## src/rtl/sdes_round_sched_if.sv

```systemverilog
`default_nettype none
// ============================================================================
// Module      : sdes_round_sched_if
// Description : Request/response bundle for the S-DES round scheduler.
//               The master drives requests and accepts results; the slave
//               is the cipher engine.
// Revision    : 1.0 - initial release
// ============================================================================
interface sdes_round_sched_if;
  logic       inValid;
  logic       inReady;
  logic       decrypt;
  logic [9:0] keyIn;
  logic [7:0] dataIn;
  logic       outValid;
  logic       outReady;
  logic [7:0] dataOut;
  logic       busy;

  modport master (
    output inValid, decrypt, keyIn, dataIn, outReady,
    input  inReady, outValid, dataOut, busy
  );

  modport slave (
    input  inValid, decrypt, keyIn, dataIn, outReady,
    output inReady, outValid, dataOut, busy
  );
endinterface : sdes_round_sched_if
`default_nettype wire

```

## src/rtl/sdes_round_sched.sv

```systemverilog
`default_nettype none
// ============================================================================
// Module      : sdes_round_sched
// Description : Multi-cycle S-DES encrypt/decrypt engine. Latches key, block
//               and mode on accept, builds K1/K2, then runs both Feistel
//               rounds through one shared F datapath (EP, subkey XOR, S0/S1,
//               P4) and presents the result on a valid/ready port.
//               Optional build macro SDES_KEY_CACHE_EN: remembers the key of
//               the last completed key schedule and skips KEYGEN when the
//               next request uses the same key.
// Revision    : 1.0 - initial release
// ============================================================================
module sdes_round_sched (
  input  logic              clk,
  input  logic              rst_n,
  sdes_round_sched_if.slave bus
);

  typedef enum logic [2:0] {
    S_IDLE   = 3'd0,
    S_KEYGEN = 3'd1,
    S_PERM   = 3'd2,
    S_RND1   = 3'd3,
    S_RND2   = 3'd4,
    S_OUT    = 3'd5
  } state_t;

  // --------------------------------------------------------------------------
  // Fixed bit permutations (position 1 = MSB)
  // --------------------------------------------------------------------------
  function automatic logic [9:0] p10(input logic [9:0] k);
    return {k[7], k[5], k[8], k[3], k[6], k[0], k[9], k[1], k[2], k[4]};
  endfunction

  function automatic logic [7:0] p8(input logic [9:0] k);
    return {k[4], k[7], k[3], k[6], k[2], k[5], k[0], k[1]};
  endfunction

  function automatic logic [7:0] ip(input logic [7:0] d);
    return {d[6], d[2], d[5], d[7], d[4], d[0], d[3], d[1]};
  endfunction

  function automatic logic [7:0] ip_inv(input logic [7:0] d);
    return {d[4], d[7], d[5], d[3], d[1], d[6], d[0], d[2]};
  endfunction

  function automatic logic [7:0] ep(input logic [3:0] r);
    return {r[0], r[3], r[2], r[1], r[2], r[1], r[0], r[3]};
  endfunction

  function automatic logic [3:0] p4(input logic [3:0] s);
    return {s[2], s[0], s[1], s[3]};
  endfunction

  // 5-bit half rotates used by the key schedule
  function automatic logic [4:0] ls1(input logic [4:0] h);
    return {h[3:0], h[4]};
  endfunction

  function automatic logic [4:0] ls2(input logic [4:0] h);
    return {h[2:0], h[4:3]};
  endfunction

  // --------------------------------------------------------------------------
  // S-boxes, indexed as {row, col} = {n[3], n[0], n[2], n[1]}
  // --------------------------------------------------------------------------
  function automatic logic [1:0] sbox0(input logic [3:0] n);
    logic [1:0] v;
    case ({n[3], n[0], n[2], n[1]})
      4'd0:  v = 2'd1;  4'd1:  v = 2'd0;  4'd2:  v = 2'd3;  4'd3:  v = 2'd2;
      4'd4:  v = 2'd3;  4'd5:  v = 2'd2;  4'd6:  v = 2'd1;  4'd7:  v = 2'd0;
      4'd8:  v = 2'd0;  4'd9:  v = 2'd2;  4'd10: v = 2'd1;  4'd11: v = 2'd3;
      4'd12: v = 2'd3;  4'd13: v = 2'd1;  4'd14: v = 2'd3;  default: v = 2'd2;
    endcase
    return v;
  endfunction

  function automatic logic [1:0] sbox1(input logic [3:0] n);
    logic [1:0] v;
    case ({n[3], n[0], n[2], n[1]})
      4'd0:  v = 2'd0;  4'd1:  v = 2'd1;  4'd2:  v = 2'd2;  4'd3:  v = 2'd3;
      4'd4:  v = 2'd2;  4'd5:  v = 2'd0;  4'd6:  v = 2'd1;  4'd7:  v = 2'd3;
      4'd8:  v = 2'd3;  4'd9:  v = 2'd0;  4'd10: v = 2'd1;  4'd11: v = 2'd0;
      4'd12: v = 2'd2;  4'd13: v = 2'd1;  4'd14: v = 2'd0;  default: v = 2'd3;
    endcase
    return v;
  endfunction

  // Round function F(R, K)
  function automatic logic [3:0] f_round(input logic [3:0] r, input logic [7:0] k);
    logic [7:0] x;
    x = ep(r) ^ k;
    return p4({sbox0(x[7:4]), sbox1(x[3:0])});
  endfunction

  // --------------------------------------------------------------------------
  // State
  // --------------------------------------------------------------------------
  state_t     state_q,  state_d;
  logic       rdy_en_q, rdy_en_d;   // holds inReady low until reset has released
  logic [9:0] key_q,    key_d;
  logic [7:0] data_q,   data_d;
  logic       mode_q,   mode_d;     // 1 = decrypt
  logic [3:0] l_q,      l_d;
  logic [3:0] r_q,      r_d;
  logic [7:0] k1_q,     k1_d;
  logic [7:0] k2_q,     k2_d;
  logic [7:0] dout_q,   dout_d;

`ifdef SDES_KEY_CACHE_EN
  logic [9:0] cache_key_q, cache_key_d;
  logic       cache_vld_q, cache_vld_d;
`endif

  logic       w_accept;
  logic       w_cache_hit;
  logic [9:0] w_p10;
  logic [4:0] w_ls1_l, w_ls1_r;
  logic [7:0] w_k1, w_k2;
  logic [7:0] w_f_key;
  logic [3:0] w_f_out;

  // Key schedule from the latched key
  always_comb begin
    w_p10   = p10(key_q);
    w_ls1_l = ls1(w_p10[9:5]);
    w_ls1_r = ls1(w_p10[4:0]);
    w_k1    = p8({w_ls1_l, w_ls1_r});
    w_k2    = p8({ls2(w_ls1_l), ls2(w_ls1_r)});
  end

`ifdef SDES_KEY_CACHE_EN
  // Mode is deliberately excluded: both directions share one key schedule
  assign w_cache_hit = cache_vld_q && (bus.keyIn == cache_key_q);
`else
  assign w_cache_hit = 1'b0;
`endif

  // Single shared F: Ka in RND1, Kb in RND2; decrypt swaps subkey order
  always_comb begin
    if (state_q == S_RND1) w_f_key = mode_q ? k2_q : k1_q;
    else                   w_f_key = mode_q ? k1_q : k2_q;
    w_f_out = f_round(r_q, w_f_key);
  end

  assign bus.inReady  = rdy_en_q && (state_q == S_IDLE);
  assign bus.outValid = (state_q == S_OUT);
  assign bus.busy     = (state_q != S_IDLE);
  assign bus.dataOut  = dout_q;
  assign w_accept     = bus.inValid && bus.inReady;

  // Next-state and datapath updates for each sequencing step
  always_comb begin
    state_d  = state_q;
    rdy_en_d = 1'b1;
    key_d    = key_q;
    data_d   = data_q;
    mode_d   = mode_q;
    l_d      = l_q;
    r_d      = r_q;
    k1_d     = k1_q;
    k2_d     = k2_q;
    dout_d   = dout_q;
`ifdef SDES_KEY_CACHE_EN
    cache_key_d = cache_key_q;
    cache_vld_d = cache_vld_q;
`endif
    case (state_q)
      S_IDLE: begin
        if (w_accept) begin
          key_d   = bus.keyIn;
          data_d  = bus.dataIn;
          mode_d  = bus.decrypt;
          state_d = w_cache_hit ? S_PERM : S_KEYGEN;
        end
      end
      S_KEYGEN: begin
        k1_d    = w_k1;
        k2_d    = w_k2;
`ifdef SDES_KEY_CACHE_EN
        cache_key_d = key_q;
        cache_vld_d = 1'b1;
`endif
        state_d = S_PERM;
      end
      S_PERM: begin
        {l_d, r_d} = ip(data_q);
        state_d    = S_RND1;
      end
      S_RND1: begin
        // First round folded together with the half swap
        l_d     = r_q;
        r_d     = l_q ^ w_f_out;
        state_d = S_RND2;
      end
      S_RND2: begin
        dout_d  = ip_inv({l_q ^ w_f_out, r_q});
        state_d = S_OUT;
      end
      S_OUT: begin
        if (bus.outReady) state_d = S_IDLE;
      end
      default: state_d = S_IDLE;
    endcase
  end

  // State and datapath registers
  always_ff @(posedge clk or negedge rst_n) begin
    if (!rst_n) begin
      state_q  <= S_IDLE;
      rdy_en_q <= 1'b0;
      key_q    <= '0;
      data_q   <= '0;
      mode_q   <= 1'b0;
      l_q      <= '0;
      r_q      <= '0;
      k1_q     <= '0;
      k2_q     <= '0;
      dout_q   <= '0;
`ifdef SDES_KEY_CACHE_EN
      cache_key_q <= '0;
      cache_vld_q <= 1'b0;
`endif
    end else begin
      state_q  <= state_d;
      rdy_en_q <= rdy_en_d;
      key_q    <= key_d;
      data_q   <= data_d;
      mode_q   <= mode_d;
      l_q      <= l_d;
      r_q      <= r_d;
      k1_q     <= k1_d;
      k2_q     <= k2_d;
      dout_q   <= dout_d;
`ifdef SDES_KEY_CACHE_EN
      cache_key_q <= cache_key_d;
      cache_vld_q <= cache_vld_d;
`endif
    end
  end

endmodule : sdes_round_sched
`default_nettype wire

```

## src/flat_wrapper.sv

```systemverilog
// flat-port wrapper written by rule: the top's interface ports become plain ports
module sdes_round_sched_flat 
  (clk, rst_n, bus_inValid, bus_decrypt, bus_keyIn, bus_dataIn, bus_outReady, bus_inReady, bus_outValid, bus_dataOut, bus_busy);
  sdes_round_sched_if bus_i ();
  input  logic clk;
  input  logic rst_n;
  input wire logic [$bits(bus_i.inValid)-1:0] bus_inValid;
  input wire logic [$bits(bus_i.decrypt)-1:0] bus_decrypt;
  input wire logic [$bits(bus_i.keyIn)-1:0] bus_keyIn;
  input wire logic [$bits(bus_i.dataIn)-1:0] bus_dataIn;
  input wire logic [$bits(bus_i.outReady)-1:0] bus_outReady;
  output wire logic [$bits(bus_i.inReady)-1:0] bus_inReady;
  output wire logic [$bits(bus_i.outValid)-1:0] bus_outValid;
  output wire logic [$bits(bus_i.dataOut)-1:0] bus_dataOut;
  output wire logic [$bits(bus_i.busy)-1:0] bus_busy;
  assign bus_i.inValid = bus_inValid;
  assign bus_i.decrypt = bus_decrypt;
  assign bus_i.keyIn = bus_keyIn;
  assign bus_i.dataIn = bus_dataIn;
  assign bus_i.outReady = bus_outReady;
  assign bus_inReady = bus_i.inReady;
  assign bus_outValid = bus_i.outValid;
  assign bus_dataOut = bus_i.dataOut;
  assign bus_busy = bus_i.busy;
  sdes_round_sched u_core (.clk(clk), .rst_n(rst_n), .bus(bus_i));
endmodule
```

## config.mk

```make
export PLATFORM = sky130hd
export DESIGN_NAME = sdes_round_sched_flat
export DESIGN_NICKNAME = d
export VERILOG_FILES = /design/src/rtl/sdes_round_sched_if.sv /design/src/rtl/sdes_round_sched.sv /design/src/flat_wrapper.sv
export SDC_FILE = /design/constraint.sdc
export NUM_CORES = 1
export LEC_CHECK = 0
export CELL_PAD_IN_SITES_DETAIL_PLACEMENT = 1
export CELL_PAD_IN_SITES_GLOBAL_PLACEMENT = 1
export CORE_MARGIN = 4
export CORE_UTILIZATION = 34
export DETAILED_ROUTE_END_ITERATION = 8
export PLACE_DENSITY_LB_ADDON = 0.1
export SYNTH_ARGS = -nofsm -noshare
export SYNTH_HDL_FRONTEND = slang
export SYNTH_SLANG_ARGS = --single-unit
```

## constraint.sdc

```tcl
create_clock -name clk -period 2.4 [get_ports clk]
set_clock_uncertainty 0.1 [all_clocks]
set_input_delay 0.48 -clock clk [delete_from_list [all_inputs] [get_ports clk]]
set_output_delay 0.48 -clock clk [all_outputs]
set_load 0.01 [all_outputs]
```

==> results.yml <==
final_layout:
  layoutNonFillerInstCount: 417
  layout-drive-gt1-share: 0.343
  utilization: 0.476
  register_area_mm2: 0.00123
  multiInputGateArea_mm2: 0.00159
  diodes: 0
  nets: 338
  area_growth_pct: 33.7
  fill_cells: 850
synth:
  synth_common_cells: "dfrtp_1, mux2_2, nor3b_1"
  synth-xor-area-share: 0.0280
  synthSimpleGateAreaFrac: 0.224
  synth_nets: 281
  ys_seq_elements: 49
  async_flop_share: 1.00
  yosysSeqAreaShare: 0.436
  syn-cell-area_mm2: 0.00281
  synth_edf_count: 0
  synth_compound_area_frac: 0.0948
  synthCells: 257
  synth_top_family_by_area: "simple AND/OR/NAND/NOR gates"
  synth_top_area_frac: 0.436
  ys_warn_count: 0
  synth.top_cells.by_area: "dfrtp_1, mux2_2, nor3b_1"
  synth_flop_cell: "dfrtp_1"
  avgSynthCellArea_um2: 10.9
  synth_fa_ha_area_frac: 0.00445
  synth_top_cell_by_area: "dfrtp_1"
  yosysMostFrequentCell: "dfrtp_1"
  synthDistinctLibCells: 45
  synth_mux_area_frac: 0.164
routing:
  via_per_inst: 5.25
  dr.pass1.iters: 2
  drtIter0Drc: 31
  vias: 2190
  ant_nets: 0
  wirelength_um: 6820
  wl_per_cell_um: 16.3
  drc_errors: 0
clock_tree:
  clock-sinks: 49
  clk_pin_slew_ns: 0.10
  cts_buffers: 5
  cts_root_buf: "clkbuf_8"
  cts_tree: "built"
  htreeDepth: 2
  clk_latency_ns: 0.30
  clockBufferDepth: 2
worst_setup_path:
  path_buf_inv: 1
  critPathArrivalTime_ns: 2.44
  path_cells: "buf_12 -> or3b_1 -> a41oi_2 -> nor4_4 -> or3_1 -> o2bb2ai_2 -> xnor2_2 -> o21ai_1"
  r2r-start: "u_core.mode_q"
  critPathLaunch: "u_core.mode_q"
  slowest_stage: "dfrtp_2"
  slowest_delay_ns: 0.48
  crit_type: "reg2reg"
  cp_max_fo: 17
  critPathRequiredTime_ns: 2.49
  crit_family: "simple AND/OR/NAND/NOR gates"
  crit_path_end_kind: "flop"
  startpoint_type: "flop"
sta:
  report.final.slew_viol_count: 0
  rsz0062_at_grt: "true"
  relSlewSlack: 0.657
  max_freq_ghz: 0.426
  min_period_ns: 2.35
  setup_viol_count_final: 0
  tightest_slew_ns: 0.514
  setup_ws_ns: 0.0524
  hold_viol: 0
  fin_crit_sh: 0.978
power_and_ir_drop:
  p_comb_frac: 0.604
  seqPwrFrac: 0.285
  power_w: 0.00564
  leakage_nw: 1.62
  power_density_mw_per_mm2: 1500
  ir_drop_mv: 0.505
  swShare: 0.391
  internal_power_w: 0.00344
  power.share.clock: 0.111
  p_switching_w: 0.00221
die:
  die_x_um: 98.9
  core_mm2: 0.00789
  die_h_um: 98.9
  rows: 32
  start_util: 0.356
  dieArea_mm2: 0.00978
  top_level_ports: 34
hold_path:
  min-delay-start: "u_core.bus.dataOut[2]"
  min_path_type: "reg2reg"
grt:
  antenna_found_initial: 0
  grt_pass1_wl_um: 11100
  grtUsageTotal: 0.140
  grt_pass1_vias: 2218
  grt_start_max_net_pins: 38
  overflow: 0
placement:
  preCtsSetupSlack_ns: -0.0561
  dp.cells: 396
  routabilityCongestion: 0.771
  port_buffers: 33
  dpl.hpwl_um: 4820
outcome:
  status: "finished, final reports clean"
flow_run:
  cap_viol_max_count: 0
power by group through the flow:
stage | combinational [W] | sequential (W) | clock, W
2_1_floorplan | 0.00209 | 0.00149 | 0
3_3_place_gp | 0.00279 | 0.00160 | 0
3_5_place_dp | 0.00287 | 0.00161 | 0
4_1_cts | 0.00293 | 0.00160 | 0.000653
5_1_grt | 0.00375 | 0.00168 | 0.000681
6_report | 0.00341 | 0.00161 | 0.000626
sequential cells by signal, indices dropped and copies added (netlist names):
name,count
u_core.k1_q,3
u_core.k2_q,7
u_core.key_q,10
u_core.data_q,8
u_core.r_q,4
u_core.bus.dataOut,8
u_core.state_q,3
u_core.l_q,4
u_core.rdy_en_q,1
u_core.mode_q,1
stage by stage:
| step | TNS [ns] | hold slack, ns | cell area [um^2] |
|---|---|---|---|
| final | 0 | 0.396 | 3760 |
| after global routing | -0.378 | 0.424 | 3760 |
| after CTS | -0.00951 | 0.405 | 3520 |
| after detailed placement | -0.173 | 0.314 | 3350 |
| after global placement | -0.0608 | 0.305 | 3350 |
| after floorplan | 0 | 0.0844 | 2810 |
worst paths after layout:
check                           cells after the start               endpoint  slack (ns)
worst max register to register                      8          u_core.r_q[0]        0.05
worst min-delay path                                2  u_core.bus.dataOut[2]        0.40
max in group asynchronous                           3          u_core.r_q[1]        1.17
worst min register to register                      2  u_core.bus.dataOut[2]        0.40
min in group asynchronous                           2  u_core.bus.dataOut[6]        0.51
worst max-delay path                                8          u_core.r_q[0]        0.05
cell type report:
class / instances / area share
multi-input cells: 184 / 0.424
flip-flops and latches: 49 / 0.327
repair buffers: 71 / 0.180
well taps: 102 / 0.0340
clock buffers: 6 / 0.0220
clock inverters: 2 / 0.00999
inverters: 3 / 0.00300
logic make-up after synthesis:
group	after synthesis
AOI/OAI and AO/OA	38
xor gates and xnor gates	9
adders and majority gates	1
buffers and inverters	24
DFF	49
muxes	42
other	1
and+or+nand+nor	93
placed cells by master (no fill, tap or decap), types with 3 or more instances in the layout:
master,netlist,layout
dfrtp_1,49,47
mux2_2,33,33
buf_4,5,31
clkdlybuf4s50_1,0,30
nor3b_1,19,17
nand2_1,17,17
and3b_1,14,13
nand3b_1,10,10
mux2i_1,9,9
o21ai_1,8,8
o41ai_2,1,6
nor2_1,6,6
a21oi_1,6,6
clkbuf_8,0,6
nand2b_1,5,5
o21ai_0,5,5
xnor2_1,7,5
or3b_1,5,4
nor2b_1,3,3
a211oi_1,3,3
a41oi_2,0,3
buf_12,0,3
worst min-delay path: cells and delay by family (launching register included):
family / cells / cell delay [ns]
simple gates: 1 / 0.05
compound gates: 1 / 0.06
flops: 1 / 0.36
timing repair:
item / 4_1_cts / 5_1_grt
resized for setup: 6 / 22
endpoints found under the hold margin: 11 / 0
pin swaps: 3 / 13
hold buffers: 1 / 0
endpoints found under the setup margin: 5 / 10
buffers inserted: 2 / 8
cloned: 0 / 2
metal layers:
| layer | GRT usage | share of wire | up-vias |
|---|---|---|---|
| li1 | - | - | 1044 |
| met3 | 0.0241 | 0.026 | 9 |
| met5 | 0 | 0 | - |
| met4 | 0.0326 | 0.014 | 0 |
| met2 | 0.226 | 0.49 | 26 |
| met1 | 0.195 | 0.47 | 1111 |
Power figures use the tool's default switching activity.
